### config.mk
export PLATFORM = sky130hd
export DESIGN_NAME = mem_arbiter
export DESIGN_NICKNAME = d
export VERILOG_FILES = /design/src/rtl/tartaruga_pkg.sv /design/src/rtl/mem_arbiter.sv
export SDC_FILE = /design/constraint.sdc
export NUM_CORES = 1
export LEC_CHECK = 0
export ABC_AREA = 1
export CAP_MARGIN = 20
export CELL_PAD_IN_SITES_DETAIL_PLACEMENT = 0
export CELL_PAD_IN_SITES_GLOBAL_PLACEMENT = 2
export CORE_MARGIN = 2
export CORE_UTILIZATION = 14
export CTS_BUF_LIST = sky130_fd_sc_hd__clkbuf_4 sky130_fd_sc_hd__clkbuf_8 sky130_fd_sc_hd__clkbuf_16
export DETAILED_ROUTE_END_ITERATION = 8
export PLACE_DENSITY_LB_ADDON = 0.1
export REMOVE_ABC_BUFFERS = 1
export SLEW_MARGIN = 20
export SYNTH_ARGS = -nofsm -noshare
export SYNTH_HDL_FRONTEND = slang
export SYNTH_SLANG_ARGS = --single-unit
### constraint.sdc
create_clock -name clk_i -period 1.2 [get_ports clk_i]
set_clock_uncertainty 0.1 [all_clocks]
set_input_delay 0.12 -clock clk_i [delete_from_list [all_inputs] [get_ports clk_i]]
set_output_delay 0.12 -clock clk_i [all_outputs]
set_load 0.01 [all_outputs]
### src/rtl/tartaruga_pkg.sv
// Shared types and defaults for the shared-memory-port arbiter.
package tartaruga_pkg;

   typedef enum logic [1:0] {
      IDLE = 2'd0,
      REQ  = 2'd1,
      RSP  = 2'd2,
      DROP = 2'd3
   } mem_arb_state_t;

   typedef enum logic {
      OWN_IF = 1'b0,
      OWN_DM = 1'b1
   } mem_owner_t;

   localparam int STARVE_LIMIT_DEF = 4;

endpackage

### src/rtl/mem_arbiter.sv
// Two-requester (fetch / data) arbiter for a single-outstanding memory port.
// Optional fetch anti-starvation counter: define MEM_ARB_STARVE_GUARD_EN.
//
// state | meaning
// IDLE  | no transaction; selects an owner when a request is pending
// REQ   | mem_req_o driven with latched fields, waiting for mem_gnt_i
// RSP   | granted, waiting for mem_rvalid_i
// DROP  | flushed fetch already granted; swallow its mem_rvalid_i
module mem_arbiter
   import tartaruga_pkg::*;
#(
   parameter int ADDR_W       = 32,
   parameter int DATA_W       = 32,
   parameter int STARVE_LIMIT = STARVE_LIMIT_DEF
) (
   input  logic                  clk_i,
   input  logic                  rst_i,
   input  logic                  flush_i,
   input  logic                  if_req_i,
   input  logic [ADDR_W-1:0]     if_addr_i,
   output logic                  if_gnt_o,
   output logic                  if_rvalid_o,
   output logic [DATA_W-1:0]     if_rdata_o,
   input  logic                  dm_req_i,
   input  logic                  dm_we_i,
   input  logic [DATA_W/8-1:0]   dm_be_i,
   input  logic [ADDR_W-1:0]     dm_addr_i,
   input  logic [DATA_W-1:0]     dm_wdata_i,
   output logic                  dm_gnt_o,
   output logic                  dm_rvalid_o,
   output logic [DATA_W-1:0]     dm_rdata_o,
   output logic                  mem_req_o,
   output logic                  mem_we_o,
   output logic [DATA_W/8-1:0]   mem_be_o,
   output logic [ADDR_W-1:0]     mem_addr_o,
   output logic [DATA_W-1:0]     mem_wdata_o,
   input  logic                  mem_gnt_i,
   input  logic                  mem_rvalid_i,
   input  logic [DATA_W-1:0]     mem_rdata_i,
   output logic                  busy_o
);

   localparam int BE_W = DATA_W / 8;

   mem_arb_state_t      state_q;
   mem_owner_t          owner_q;
   logic [ADDR_W-1:0]   addr_q;
   logic                we_q;
   logic [BE_W-1:0]     be_q;
   logic [DATA_W-1:0]   wdata_q;

   logic fetch_ok, pick_if, pick_dm, starve_hit;
   logic if_own, kill, in_req, in_rsp;

   assign fetch_ok = if_req_i && !flush_i;
   assign pick_if  = fetch_ok && (starve_hit || !dm_req_i);
   assign pick_dm  = dm_req_i && !pick_if;

   assign if_own = (owner_q == OWN_IF);
   assign kill   = flush_i && if_own;
   // Outputs are forced quiet while reset is held, whatever the old state was.
   assign in_req = (state_q == REQ) && !rst_i;
   assign in_rsp = (state_q == RSP) && !rst_i;

   assign if_gnt_o    = in_req && if_own && mem_gnt_i && !flush_i;
   assign dm_gnt_o    = in_req && !if_own && mem_gnt_i;
   assign if_rvalid_o = in_rsp && if_own && mem_rvalid_i && !flush_i;
   assign dm_rvalid_o = in_rsp && !if_own && mem_rvalid_i;
   assign if_rdata_o  = if_rvalid_o ? mem_rdata_i : '0;
   assign dm_rdata_o  = dm_rvalid_o ? mem_rdata_i : '0;

   assign mem_req_o   = in_req;
   assign mem_we_o    = in_req && we_q;
   assign mem_be_o    = in_req ? be_q : '0;
   assign mem_addr_o  = in_req ? addr_q : '0;
   assign mem_wdata_o = in_req ? wdata_q : '0;
   assign busy_o      = (state_q != IDLE) && !rst_i;

   always_ff @(posedge clk_i) begin
      if (rst_i) begin
         state_q <= IDLE;
         owner_q <= OWN_IF;
         addr_q  <= '0;
         we_q    <= 1'b0;
         be_q    <= '0;
         wdata_q <= '0;
      end else begin
         case (state_q)
            IDLE: begin
               if (pick_dm) begin
                  state_q <= REQ;
                  owner_q <= OWN_DM;
                  addr_q  <= dm_addr_i;
                  we_q    <= dm_we_i;
                  be_q    <= dm_be_i;
                  wdata_q <= dm_wdata_i;
               end else if (pick_if) begin
                  state_q <= REQ;
                  owner_q <= OWN_IF;
                  addr_q  <= if_addr_i;
                  we_q    <= 1'b0;
                  be_q    <= '1;
                  wdata_q <= '0;
               end
            end
            REQ: begin
               // A flushed fetch that the memory already accepted still owes a response.
               if (kill)           state_q <= mem_gnt_i ? DROP : IDLE;
               else if (mem_gnt_i) state_q <= RSP;
            end
            RSP: begin
               if (mem_rvalid_i) state_q <= IDLE;
               else if (kill)    state_q <= DROP;
            end
            DROP: begin
               if (mem_rvalid_i) state_q <= IDLE;
            end
            default: state_q <= IDLE;
         endcase
      end
   end

`ifdef MEM_ARB_STARVE_GUARD_EN
   localparam int CNT_W = $clog2(STARVE_LIMIT + 1);
   logic [CNT_W-1:0] starve_q;

   always_ff @(posedge clk_i) begin
      if (rst_i || !if_req_i || if_gnt_o)
         starve_q <= '0;
      else if (dm_gnt_o && starve_q != CNT_W'(STARVE_LIMIT))
         starve_q <= starve_q + CNT_W'(1);
   end

   assign starve_hit = (starve_q == CNT_W'(STARVE_LIMIT));
`else
   assign starve_hit = 1'b0;
`endif

endmodule

==> results.sh <==
export IMPL_hold_buffers=0
export IMPL_ys_warn_count=0
export IMPL_synth_edf_count=0
export IMPL_clock_sinks=72
export IMPL_tritoncts="built"
export IMPL_cp_required_ns=0.98
export IMPL_die_h_um=171.1
export IMPL_synthArstFlopShare_pct=0
export IMPL_min_path_type="input port to flop"
export IMPL_status="complete, but fails checks"
export IMPL_synth_area_per_cell_um2=5.885
export IMPL_ant_nets=0
export IMPL_grt_pass1_vias=4935
export IMPL_cpPeakStageDelay_ns=0.35
export IMPL_startpoint_type="flop"
export IMPL_grt_busiest_layer="met2"
export IMPL_crit_slowest_cell="dfxtp_4"
export IMPL_slew_viol_final=0
export IMPL_yosysUniqueCellTypes=18
export IMPL_ios=279
export IMPL_multi_input_area_um2=2690
export IMPL_fin_crit_ns=1.845
export IMPL_grt_pass1_wl_mm=29.84
export IMPL_die_w_um=171.1
export IMPL_placementRows=61
export IMPL_seq_power_share_pct=24.0
export IMPL_htree_levels=3
export IMPL_yosysTopAreaCellShare_pct=36.89
export IMPL_rsz0062_at_grt="yes"
export IMPL_dp_cells=1332
export IMPL_dp_hpwl_mm=14.15
export IMPL_fill_cells=3084
export IMPL_syn_area_um2=3907
export IMPL_powerDensity_nw_per_um2=1533
export IMPL_io_buffer_count=278
export IMPL_register_area_um2=1446
export IMPL_ys_flop_type="dfxtp_1"
export IMPL_post_synth_top_area_cell="dfxtp_1"
export IMPL_synthToLayoutAreaGrowth_pct=131.2
export IMPL_nets=1144
export IMPL_met2_usage_pct=23.23
export IMPL_met1_usage_pct=16.25
export IMPL_start_util_pct=14.14
export IMPL_grt_remaining_overflow=0
export IMPL_finalSetupViolCount=211
export IMPL_crit_path_end="mem_we_o"
export IMPL_cp_max_fo=8
export IMPL_timing_rr_start="state_q[1]"
export IMPL_netlist_top_cells_area="dfxtp_1 (37%), inv_1 (14%), nor2_1 (14%)"
export IMPL_path_buf_inv=4
export IMPL_vias=5215
export IMPL_critPathKind="flop to primary output"
export IMPL_drc=0
export IMPL_wl_per_cell_um=16.15
export IMPL_syn_inst=664
export IMPL_setup_slack_ns=-0.6453
export IMPL_cts_root_buffer="clkbuf_16"
export IMPL_synth_most_common_cell="inv_1"
export IMPL_arrival_ns=1.63
export IMPL_cpMostUsedCell="buf_6"
export IMPL_ys_seq_area_share_pct=36.89
export IMPL_grt_max_degree=37
export IMPL_grtUsageTotal_pct=13.42
export IMPL_clock_latency_ns=0.34
export IMPL_insertedDiodeCount=0
export IMPL_p_sw_uw=5391
export IMPL_global_route_usage_met3_pct=4.511
export IMPL_hold_path_cell_count=3
export IMPL_worst_hold_slack_ns=0.2111
export IMPL_antenna_found_initial=0
export IMPL_path_clk_slew_ns=0.07
export IMPL_layout_drive_gt1_share_pct=43.71
export IMPL_crit_cells=7
export IMPL_drt_iter0_markers=173
export IMPL_yosys_top_cells_count="inv_1 (143), nor2_1 (141), nand2_1 (113)"
export IMPL_p_leak_uw=0.004108
export IMPL_drv_cap=0
export IMPL_p_comb_share_pct=55.1
export IMPL_end_kind="primary output"
export IMPL_path_cells="buf_6 -> nor2_4 -> nand2_8 -> buf_6 -> buf_12 -> nor2_4 -> buf_6"
export IMPL_via_per_inst=3.760
export IMPL_wirelength_mm=22.39
export IMPL_ys_seq_elements=72
export IMPL_crit_family="buffers and inverters"
export IMPL_slew_headroom_pct=75.62
export IMPL_first_pass_iters=6
export IMPL_stdcell_count=1387
export IMPL_total_power_uw=13850
export IMPL_reg2reg_depth=10
export IMPL_hold_violations=0
export IMPL_dieArea_um2=29260
export IMPL_setup_tns_ns=-108.76
export IMPL_max_freq_mhz=541.9
export IMPL_numCtsBuffers=9
export IMPL_core_um2=27630
export IMPL_worst_slew_pin_slew_ns=0.3657
export IMPL_r2r_end="wdata_q[10]"
export IMPL_clkPwrFrac_pct=20.9
export IMPL_ir_drop_mv=0.7540
export IMPL_switching_share_pct=38.91
export IMPL_place_congestion=0.7084
export IMPL_clock_path_buffers=2
export IMPL_p_int_uw=8462
export IMPL_fin_crit_sh_pct=153.8
export IMPL_violations="negative setup slack"
export IMPL_r2r_slack_ns=-0.52
export IMPL_crit_path_start="state_q[1]"
==> cell usage in the layout (no fill, tap or decap), types with 37 or more instances in the layout <==
master | synthesis | routed
buf_2 | 17 | 95
buf_4 | 4 | 49
buf_6 | 0 | 55
clkdlybuf4s50_1 | 0 | 139
dfxtp_1 | 72 | 70
inv_1 | 143 | 141
nand2_1 | 113 | 109
nand3_2 | 0 | 38
nor2_1 | 141 | 54
nor2_2 | 1 | 51
nor2_4 | 0 | 37
==> registers in the layout, indices dropped and copies added (netlist names) <==
register,count
addr_q,32
be_q,4
owner_q,1
state_q,2
wdata_q,32
we_q,1
==> power by group through the flow <==
| stage | Sequential, uW | Clock (uW) | Combinational (uW) |
|---|---|---|---|
| finish | 3320 | 2900 | 7630 |
| global route | 3390 | 3130 | 8250 |
| CTS | 3280 | 3050 | 4770 |
| detailed placement | 3320 | 0 | 4300 |
| global placement | 3310 | 0 | 4340 |
| floorplan | 3200 | 0 | 1590 |
==> final cells by class <==
| cell class | count | area share [%] |
|---|---|---|
| repair buffers | 369 | 39.45 |
| multi-input cells | 407 | 29.77 |
| inverters | 145 | 6.052 |
| well taps | 378 | 5.235 |
| flip-flops and latches | 72 | 16.01 |
| clock inverters | 6 | 0.8309 |
| clock buffers | 10 | 2.645 |
==> worst register-to-register path: stages, from the launching register on <==
cell and delay, ns:
dfxtp_4 0.35, buf_6 0.12, buf_4 0.13, buf_6 0.11, nor2_4 0.12, buf_8 0.17
nand2_8 0.13, buf_12 0.19, buf_6 0.12, nand3_2 0.05, o21ai_2 0.05
==> how the worst min path moves through the flow <==
stage	start	to	slack, ns
final	dm_wdata_i[7]	wdata_q[7]	0.21
after detailed placement	addr_q[0]	addr_q[0]	0.35
after global placement	addr_q[31]	addr_q[31]	0.34
after global routing	dm_wdata_i[19]	wdata_q[19]	0.21
after floorplan	rst_i	be_q[0]	0.1
after CTS	dm_wdata_i[28]	wdata_q[28]	0.20
==> logic make-up (layout without fill, tap and decap cells) <==
family                 count (synthesis)  after routing  share of synthesized area (%)
and+or+nand+nor                      303            305                          30.90
AOI/OAI and AO/OA                    102            102                          13.32
buffers and inverters                187            530                          18.89
DFF                                   72             72                          36.89
==> what timing repair did <==
action / 4_1_cts / 5_1_grt
cloned: 7 / 18
resized for setup: 640 / 310
endpoints found under the setup margin: 211 / 211
pin swaps: 5 / 15
buffers inserted: 7 / 9
==> routing by layer <==
layer  up-vias  part of all wire [%]
met5         -                     0
met4         0                  0.75
met3        10                   6.8
met2       150                    49
met1      2376                    44
li1       2679                     -
==> through the flow <==
stage          instance area, um2  util (%)  setup WS (ns)
2_1_floorplan                3714         -         -1.535
3_3_place_gp                 7485     27.09        -0.9807
3_5_place_dp                 7485     27.09         -1.006
4_1_cts                      7645     27.67        -0.6785
5_1_grt                      9035     32.70        -0.7137
6_report                     9035     32.70        -0.6453
Power figures use the tool's default switching activity.
==> variant, RTL diff (same flow settings) <==
Encoding of `mem_arb_state_t`: now one-hot (4 bits for 4 states).
--- a/src/rtl/tartaruga_pkg.sv
+++ b/src/rtl/tartaruga_pkg.sv
@@ -3,7 +3,7 @@
 
-   typedef enum logic [1:0] {
-      IDLE = 2'd0,
-      REQ  = 2'd1,
-      RSP  = 2'd2,
-      DROP = 2'd3
+   typedef enum logic [3:0] {
+      IDLE = 4'b0001,
+      REQ  = 4'b0010,
+      RSP  = 4'b0100,
+      DROP = 4'b1000
    } mem_arb_state_t;
Check against the original RTL: same outputs for any inputs over 4 cycles, from zero or initial values and one cycle with rst_i high; so few cycles prove little.
==> variant against the unedited design <==
The run still ends with negative setup slack left; cell count up 4.1%; first-iteration DRC count down 22%; design area up 5.5%; utilization up 0.52 points; global-route usage up 0.67 points; area after synthesis up 4.3%; wire length up 2.3%; sequential cell count up 2; setup slack worse by 0.00062 ns; critical path type unchanged; critical endpoint is now dm_gnt_o.
Power is not compared: it rests on default switching activity, and its combinational part moved more than twofold at a synthesized area within 25%.
==> variant: results (changes against the unedited design) <==
- Pre-antenna DRT Iters: 4 (-2)
- Top delay family on crit path: simple AND/OR/NAND/NOR gates
- Count of final setup violators: 213 (+0.95%)
- Sequential Area: 0.00149 mm2 (+3.1%)
- CLK BUF: 11 (+1)
- Synth unique cells: 22 (+4)
- Status: finished, violations left
- Failing checks: negative setup slack
- Fillers: 3,171 (+2.8%)
- Layout Cells excl Fill: 1,444 (+4.1%)
- Seq/Total Area, Yosys: 36.4% (-0.54 points)
- First-pass GRT wire length: 33,000 um (+11%)
- Vias in the first global route: 5,454 (+11%)
- GPL Wtd Cong: 0.715 (+0.95%)
- Initial antenna violation count: 2 (+2)
- Share of post-route cells with drive strength above 1: 44.2% (+0.53 points)
- DRT iter0 DRCs: 135 (-22%)
- Count of non-CTS buffers in the layout: 397 (+7.6%)
- Hold path start: rst_i
- FFs & Latches: 74 (+2.8%)
- Post-synthesis compound-gate area fraction: 13.6% (+0.31 points)
- Top cells by count, synth: nand2_1, nor2_1, inv_1
- Post-DP Area: 0.00776 mm2 (+3.7%)
- Layout non-clock buf frac: 41.5% (+2.1 points)
- Antenna cells: 2 (+2)
- Biggest regs: addr_q (32), wdata_q (32)
- Drt via density: 3.75 (-0.30%)
- PostCTS Resize Cnt: 729 (+14%)
- Fin worst setup slack: -0.646 ns (-0.000617 ns)
- Inverter count: 99 (-32%)
- Final net count: 1,194 (+4.4%)
- Fraction of area in multi-input gates: 29.9% (+0.12 points)
- GRT Util Overall: 14.1% (+0.67 points)
- DPL Wire Length: 15,000 um (+6.3%)
- Total power: 9.60 mW
[variant: cell count changes after synthesis, moves of 7 or more]
cell,before,now
inv_1,143,93
o21ai_0,65,22
nand3_1,41,10
nand2_1,113,195
o21ai_1,1,10
nor2_1,141,149
buf_2,17,24
a21oi_1,32,69
[variant: cells by family after synthesis]
logic type | count (synthesis)
flops | 74
compound gates | 105
buf+inv | 144
simple gates | 368
[variant: final timing paths]
path / to / cells past startpoint / slack [ns]
worst max register to register: wdata_q[5]$_SDFFE_PP0P_ / 9 / -0.42
worst min-delay path: state_q[1]$_SDFFE_PP0P_ / 3 / 0.20
worst min register to register: addr_q[12]$_SDFFE_PP0P_ / 2 / 0.36
worst max-delay path: dm_gnt_o / 8 / -0.65
[variant: per-layer routing]
metal  global-route usage, %  vias to the layer above  part of all wire, %
met2                    23.4                      170                   47
li1                        -                     2807                    -
met5                       0                        -                0.057
met3                    4.11                       12                  6.9
met4                    2.50                        2                 0.68
met1                    18.3                     2422                   45
